==> config.mk <==
export PLATFORM = sky130hd
export DESIGN_NAME = bullet_pool
export DESIGN_NICKNAME = d
export VERILOG_FILES = /design/src/rtl/bullet_pool.sv
export SDC_FILE = /design/constraint.sdc
export NUM_CORES = 1
export LEC_CHECK = 0
export CAP_MARGIN = 20
export CORE_ASPECT_RATIO = 1.2
export CORE_MARGIN = 5
export CORE_UTILIZATION = 50
export CTS_CLUSTER_DIAMETER = 120
export DETAILED_ROUTE_END_ITERATION = 10
export PLACE_DENSITY = 0.69
export SYNTH_ARGS = -nofsm -noshare
export SYNTH_HDL_FRONTEND = slang
export SYNTH_SLANG_ARGS = --single-unit
==> constraint.sdc <==
create_clock -name frame_clk -period 3.95 [get_ports frame_clk]
set_input_delay 0.5925 -clock frame_clk [delete_from_list [all_inputs] [get_ports frame_clk]]
set_output_delay 0.5925 -clock frame_clk [all_outputs]
set_load 0.01 [all_outputs]
==> src/rtl/bullet_pool.sv <==
// Pool of independent projectiles: each slot latches its direction at spawn,
// moves SPEED pixels per frame and despawns when it would cross the playfield edge.
module bullet_pool #(
  parameter int NUM_BULLETS = 4,
  parameter int SPEED       = 2,
  parameter int COOLDOWN    = 8,
  parameter int BULLET_SIZE = 3,
  parameter int X_MIN       = 0,
  parameter int X_MAX       = 639,
  parameter int Y_MIN       = 0,
  parameter int Y_MAX       = 479
) (
  input  logic                      frame_clk,
  input  logic                      Reset,
  input  logic                      shoot,
  input  logic [1:0]                Direction,
  input  logic [9:0]                ShooterX,
  input  logic [9:0]                ShooterY,
  output logic [NUM_BULLETS*10-1:0] BulletX,
  output logic [NUM_BULLETS*10-1:0] BulletY,
  output logic [NUM_BULLETS-1:0]    BulletActive,
  output logic                      fire_ack,
  output logic                      pool_full
);

  localparam int CW = (COOLDOWN > 0) ? $clog2(COOLDOWN + 1) : 1;

  localparam logic [1:0] DIR_LEFT  = 2'b00;
  localparam logic [1:0] DIR_RIGHT = 2'b01;
  localparam logic [1:0] DIR_DOWN  = 2'b10;
  localparam logic [1:0] DIR_UP    = 2'b11;

  localparam logic signed [11:0] SPEED_S = 12'(SPEED);
  localparam logic signed [11:0] SIZE_S  = 12'(BULLET_SIZE);
  localparam logic signed [11:0] XMIN_S  = 12'(X_MIN);
  localparam logic signed [11:0] XMAX_S  = 12'(X_MAX);
  localparam logic signed [11:0] YMIN_S  = 12'(Y_MIN);
  localparam logic signed [11:0] YMAX_S  = 12'(Y_MAX);

  logic [9:0]             x_q [NUM_BULLETS];
  logic [9:0]             x_d [NUM_BULLETS];
  logic [9:0]             y_q [NUM_BULLETS];
  logic [9:0]             y_d [NUM_BULLETS];
  logic [1:0]             dir_q [NUM_BULLETS];
  logic [1:0]             dir_d [NUM_BULLETS];
  logic [NUM_BULLETS-1:0] active_q, active_d;
  logic [CW-1:0]          cd_q, cd_d;
  logic                   fire_ack_q, fire_ack_d;

  logic                   spawn_ok, found;
  logic signed [11:0]     cand;
  logic                   horiz, out_of_bounds;

  always_comb begin
    x_d           = x_q;
    y_d           = y_q;
    dir_d         = dir_q;
    active_d      = active_q;
    found         = 1'b0;
    cand          = '0;
    horiz         = 1'b0;
    out_of_bounds = 1'b0;
    spawn_ok      = shoot && (cd_q == '0);

    for (int unsigned i = 0; i < NUM_BULLETS; i++) begin
      if (active_q[i]) begin
        horiz = (dir_q[i] == DIR_LEFT) || (dir_q[i] == DIR_RIGHT);
        case (dir_q[i])
          DIR_LEFT:  cand = $signed({2'b00, x_q[i]}) - SPEED_S;
          DIR_RIGHT: cand = $signed({2'b00, x_q[i]}) + SPEED_S;
          DIR_DOWN:  cand = $signed({2'b00, y_q[i]}) + SPEED_S;
          default:   cand = $signed({2'b00, y_q[i]}) - SPEED_S;
        endcase
        if (horiz)
          out_of_bounds = (cand - SIZE_S < XMIN_S) || (cand + SIZE_S > XMAX_S);
        else
          out_of_bounds = (cand - SIZE_S < YMIN_S) || (cand + SIZE_S > YMAX_S);
        if (out_of_bounds)
          active_d[i] = 1'b0;
        else if (horiz)
          x_d[i] = cand[9:0];
        else
          y_d[i] = cand[9:0];
      end else if (!found) begin
        // Eligibility uses the pre-edge mask, so a slot freed this edge waits a frame.
        found = 1'b1;
        if (spawn_ok) begin
          x_d[i]      = ShooterX;
          y_d[i]      = ShooterY;
          dir_d[i]    = Direction;
          active_d[i] = 1'b1;
        end
      end
    end

    fire_ack_d = spawn_ok && found;
    if (fire_ack_d)
      cd_d = CW'(COOLDOWN);
    else if (cd_q != '0)
      cd_d = cd_q - CW'(1);
    else
      cd_d = cd_q;
  end

  always_ff @(posedge frame_clk or posedge Reset) begin
    if (Reset) begin
      for (int unsigned i = 0; i < NUM_BULLETS; i++) begin
        x_q[i]   <= '0;
        y_q[i]   <= '0;
        dir_q[i] <= DIR_LEFT;
      end
      active_q   <= '0;
      cd_q       <= '0;
      fire_ack_q <= 1'b0;
    end else begin
      x_q        <= x_d;
      y_q        <= y_d;
      dir_q      <= dir_d;
      active_q   <= active_d;
      cd_q       <= cd_d;
      fire_ack_q <= fire_ack_d;
    end
  end

  always_comb begin
    BulletX = '0;
    BulletY = '0;
    for (int unsigned i = 0; i < NUM_BULLETS; i++) begin
      BulletX[i*10 +: 10] = x_q[i];
      BulletY[i*10 +: 10] = y_q[i];
    end
  end

  assign BulletActive = active_q;
  assign fire_ack     = fire_ack_q;
  assign pool_full    = &active_q;

endmodule

# Word level (Yosys, flattened, before mapping)
# Index checks and enable logic that the tools add are counted.
# totals
regBits	97
word_cells	185
out_inout_bits	86
# classes
n_bitwise	6
n_eq_ne	22
order_cmp	12
reduce_logical	39
mux	66
n_addsub	25
# op_table
cell	count
2-to-1 mux 10 bit	32
one-hot mux 12 bit (3 select lines)	4
adder 10 x 2 -> 11 bit, second input constant	8
subtractor 10 x 2 -> 11 bit, second input constant	8
adder 12 x 3 -> 12 bit, second input constant	4
> comparator 12 x 10 -> 1 bit, second input constant	4
> comparator 12 x 11 -> 1 bit, second input constant	4
< comparator 12 x 1 -> 1 bit, second input constant	4
2-to-1 mux 12 bit	4
subtractor 12 x 3 -> 12 bit, second input constant	4
AND reduction 4 bit	7
2-to-1 mux 1 bit	24
!= test 2 bit, second input constant	10
AND reduction 3 bit	5
logical OR 1 bit	12
nonzero test 2 bit	6
equality test 2 x 1 -> 1 bit, second input constant	4
equality test 2 bit, second input constant	4
logical NOT 2 bit	4
2-to-1 mux 4 bit	2
!= test 2 x 1 -> 1 bit, second input constant	4
NOT 1 bit	6
logical NOT 4 bit	1
nonzero test 4 bit	1
3 further kinds	4

# Longest topological paths before layout
# depth
ltp_word	10
ltp_mapped	15

# Worst setup path before layout
# OpenSTA, ideal clock, no wires.
# synth_timing
path_type	flip-flop to flip-flop
startpoint	reg y_q, in the netlist BulletY[31]
endpoint	reg y_q, in the netlist BulletY[31]
setup_time_ps	125
path_stages_with_launch	14
t_arrival_ps	3343
path_buffers	2
required_time_ps	3825
path_slack_ps	482
path_cell_list	dfrtp_1 buf_2 inv_1 ha_1 mux4_2 a311o_1 a221o_1 or4_1 o32a_1 nor2_4 a211oi_4 a21o_1 buf_6 mux2_4
# synth_between
elab_chain_cells	10
# synth_rtl
item	line	source
start: declaration	42	logic [9:0] y_q [NUM_BULLETS];
start signal: assignment	117	y_q <= y_d;
subtractor 10 x 2 -> 11 bit or adder 10 x 2 -> 11 bit (tied branches)	72, 71	
one-hot mux 12 bit (3 select lines) *	68	case (dir_q[i])
2-to-1 mux 12 bit *	66	if (active_q[i]) begin
subtractor 12 x 3 -> 12 bit or adder 12 x 3 -> 12 bit (tied branches)	75, 77	
< comparator 12 x 1 -> 1 bit, or another cell as far along	75, 77	
logical OR 1 bit (on tied branches)	77, 75	
2-to-1 mux 1 bit	74	if (horiz)
2-to-1 mux 1 bit	66	
!= test 2 bit (no line)	n/a	
AND reduction 4 bit (no line)	n/a	
# Every way passes the cells marked *; elsewhere a longest branch is shown, timed or not. The select of a mux whose other input is x is not followed.
# A chain may end at the register's enable or synchronous reset.

# Final worst setup path
# layout_timing
startpoint	reg x_q, in the netlist BulletX[21]
endpoint	reg x_q, in the netlist BulletX[21]
# layout_between
elab_chain_cells	10
# layout_rtl
item	line	source
start: declaration	40	logic [9:0] x_q [NUM_BULLETS];
start signal: indexed assignment	108	x_q[i] <= '0;
start signal: assignment	116	x_q <= x_d;
adder 10 x 2 -> 11 bit or subtractor 10 x 2 -> 11 bit (tied branches)	70, 69	
one-hot mux 12 bit (3 select lines) *	68	
2-to-1 mux 12 bit *	66	
subtractor 12 x 3 -> 12 bit or adder 12 x 3 -> 12 bit (tied branches)	75, 77	
< comparator 12 x 1 -> 1 bit, or another cell as far along	75, 77	
logical OR 1 bit (on tied branches)	77, 75	
2-to-1 mux 1 bit	74	
2-to-1 mux 1 bit	66	
!= test 2 bit (no line)	n/a	
AND reduction 4 bit (no line)	n/a	
# Marked as above.

==> qor.yml <==
status: "finished, final reports clean"
synthCells: 1075
hold_depth: 1
ant_nets: 0
drc: 0
die_w_um: 129
fin_skew_ns: 0.00942
avgRoutedWirePerCell_um: 21.1
dieArea_um2: 19800
grt_pass1_vias: 8452
r2r-end: "BulletX[21]$_DFFE_PP0P_"
synth_top_area_frac: 0.284
final_max_slew_viol_count: 0
synth_seq_area_share: 0.284
boundaryPins: 111
synth_area_um2: 8560
cts_setup_buffers: 0
post-route-period-util: 0.931
layout-drive-gt1-share: 0.112
numPortBuffers: 110
slew_headroom: 0.451
synth_area_per_cell_um2: 7.96
nets: 1211
synthDistinctLibCells: 94
clock_latency_ns: 0.36
synth_seq_cells: 97
critPathArrivalTime_ns: 3.90
clockRootBuffer: "clkbuf_16"
topRoutingLayerUsed: "met4"
cp.required_ns: 4.17
async_reset_ff_frac: 1.00
ys_top_cells_by_area: "dfrtp_1 (28%), xnor2_1 (5.2%), nand2_1 (4.7%)"
diodes: 0
period_minus_slack_ns: 3.68
worstReg2RegStart: "BulletX[21]$_DFFE_PP0P_"
met2WireLength_mm: 13.9
max_cap_violations: 0
finalSetupTns_ns: 0
clk_pin_slew_ns: 0.08
ys_top_cells_by_count: "nand2_1 (107), dfrtp_1 (97), nor2_1 (74)"
fmax_mhz: 272
critPathCapture: "BulletX[21]$_DFFE_PP0P_"
hpwl_mm: 22.3
synth_enable_flop_cells: 0
hold_path.class: "flip-flop to flip-flop"
grt_max_degree: 62
overflow: 0
worst_pin_slew_ns: 0.824
synth_top_family_by_area: "compound AO/OA/AOI/OAI gates"
numCtsBuffers: 9
dpl-instance-area_um2: 10000
cts.sinks: 97
setup_violations: 0
drt_first_pass_iters: 5
grt_pass1_wl_mm: 47.0
synth_adder_area_share: 0.0132
vdd_drop_max_mv: 0.434
synth_nets: 1109
power_leakage_nw: 4.19
die_h_um: 153
critPathLaunch: "BulletX[21]$_DFFE_PP0P_"
reg2reg_depth: 13
crit_fanout: 16
synthMuxAreaShare: 0.0620
cts_resized: 0
cts_tree: "done"
rsz0062_at_grt: "no"
power_density_nw_per_um2: 647
num_vias: 8968
wl_met1_mm: 12.8
synth.most_common_cell: "nand2_1"
h-tree-depth: 3
holdBufCountCts: 0
clockBufferDepth: 2
cp-end-kind: "flip-flop"
worstSetupStartpointType: "flip-flop"
vias_per_cell: 6.41
yosysTopAreaCell: "dfrtp_1"
grt_usage: 0.295
reg2reg_slack_ns: 0.27
wl_met3_mm: 1.95
yosys_warnings: 0
area_growth_pct: 20.9
hp-start: "cd_q[2]$_DFFE_PP0P_"
antenna_found_initial: 0
hold_viol: 0
critPathKind: "flip-flop to flip-flop"
coreArea_um2: 16900
first_iter_violations: 1055
synth_ff_type: "dfrtp_1"
yosys.area_share.simple: 0.246
initial_core_util: 0.508
synth_xor_area_frac: 0.0655
gp_congestion: 0.937
rows: 52
design_area_um2: 10300
drt_wl_total_mm: 29.6
synth_compound_area_frac: 0.257
-- cell type report --
cell class                 count  area [um2]
clock inverter                 7        82.6
inverter                      74         280
sequential                    97        2430
clock buffer                   9         225
tap                          216         270
multi-input combinational    825        5510
timing repair buffer         170        1550
fill                        1566        6500
-- worst min-delay path by stage --
stage / endpoint / slack, ns
floorplan: cd_q[2]$_DFFE_PP0P_ / 0.46
global placement: cd_q[2]$_DFFE_PP0P_ / 0.48
detailed placement: cd_q[2]$_DFFE_PP0P_ / 0.52
CTS: cd_q[2]$_DFFE_PP0P_ / 0.53
global route: cd_q[2]$_DFFE_PP0P_ / 0.54
finish: cd_q[2]$_DFFE_PP0P_ / 0.52
-- critical path, stage by stage (launching register included) --
cell and delay (ns):
dfrtp_1 0.47, inv_1 0.17, ha_1 0.19, or3b_2 0.46
o22ai_1 0.22, xnor2_1 0.10, mux2i_1 0.40, nand4_1 0.15
nor4_1 0.23, a31oi_1 0.10, a31oi_1 0.29, buf_4 0.26
a22o_1 0.35, a21oi_1 0.16
-- per-layer routing --
metal / track usage / vias to the layer above
li1: - / 4189
met1: 0.408 / 4290
met2: 0.465 / 424
met3: 0.0492 / 65
met4: 0.106 / 0
met5: 0 / -
-- logic make-up (layout without fill, tap and decap cells) --
kind of cell | after synthesis | in the layout
AO/OA/AOI/OAI | 301 | 301
XOR/XNOR | 64 | 64
adder cells (fa/ha/maj) | 9 | 9
buffers and inverters | 153 | 260
flip-flops | 97 | 97
multiplexers | 44 | 44
AND/OR/NAND/NOR | 407 | 407
-- power by group --
group          total [mW]  switching, mW  internal (mW)  leakage [nW]
logic                3.89           2.08           1.81          2.90
registers            1.86          0.598           1.27          1.14
clock network       0.940          0.437          0.503         0.151
total                6.70           3.12           3.58          4.19
-- per-stage QoR --
stage | setup slack [ns] | cells | total power [mW] | util | hold slack, ns
after floorplan | 0.482 | 1075 | 4.16 | - | 0.465
after global placement | 0.355 | 1382 | 5.69 | 0.595 | 0.483
after detailed placement | 0.235 | 1382 | 5.69 | 0.595 | 0.517
after global routing | 0.0333 | 1398 | 7.13 | 0.614 | 0.545
final | 0.273 | 1398 | 6.70 | 0.614 | 0.517
after CTS | 0.194 | 1398 | 6.65 | 0.614 | 0.528
-- registers in the layout (all words and copies together), names as in the netlist --
| signal | cells |
|---|---|
| BulletX | 40 |
| BulletY | 40 |
| dir_q | 8 |
| BulletActive | 4 |
| cd_q | 4 |
| fire_ack | 1 |
-- cell usage in the layout (no fill, tap or decap), types with 26 or more instances in the layout --
| cell | instances |
|---|---|
| mux2i_1 | 26 |
| xnor2_1 | 51 |
| a21oi_1 | 35 |
| dfrtp_1 | 97 |
| inv_1 | 71 |
| nor2_1 | 74 |
| nand3_1 | 48 |
| o21ai_0 | 57 |
| nand2_1 | 107 |
| buf_4 | 60 |
| clkdlybuf4s50_1 | 110 |
| nor3_1 | 36 |
(Power assumes the default switching activity.)
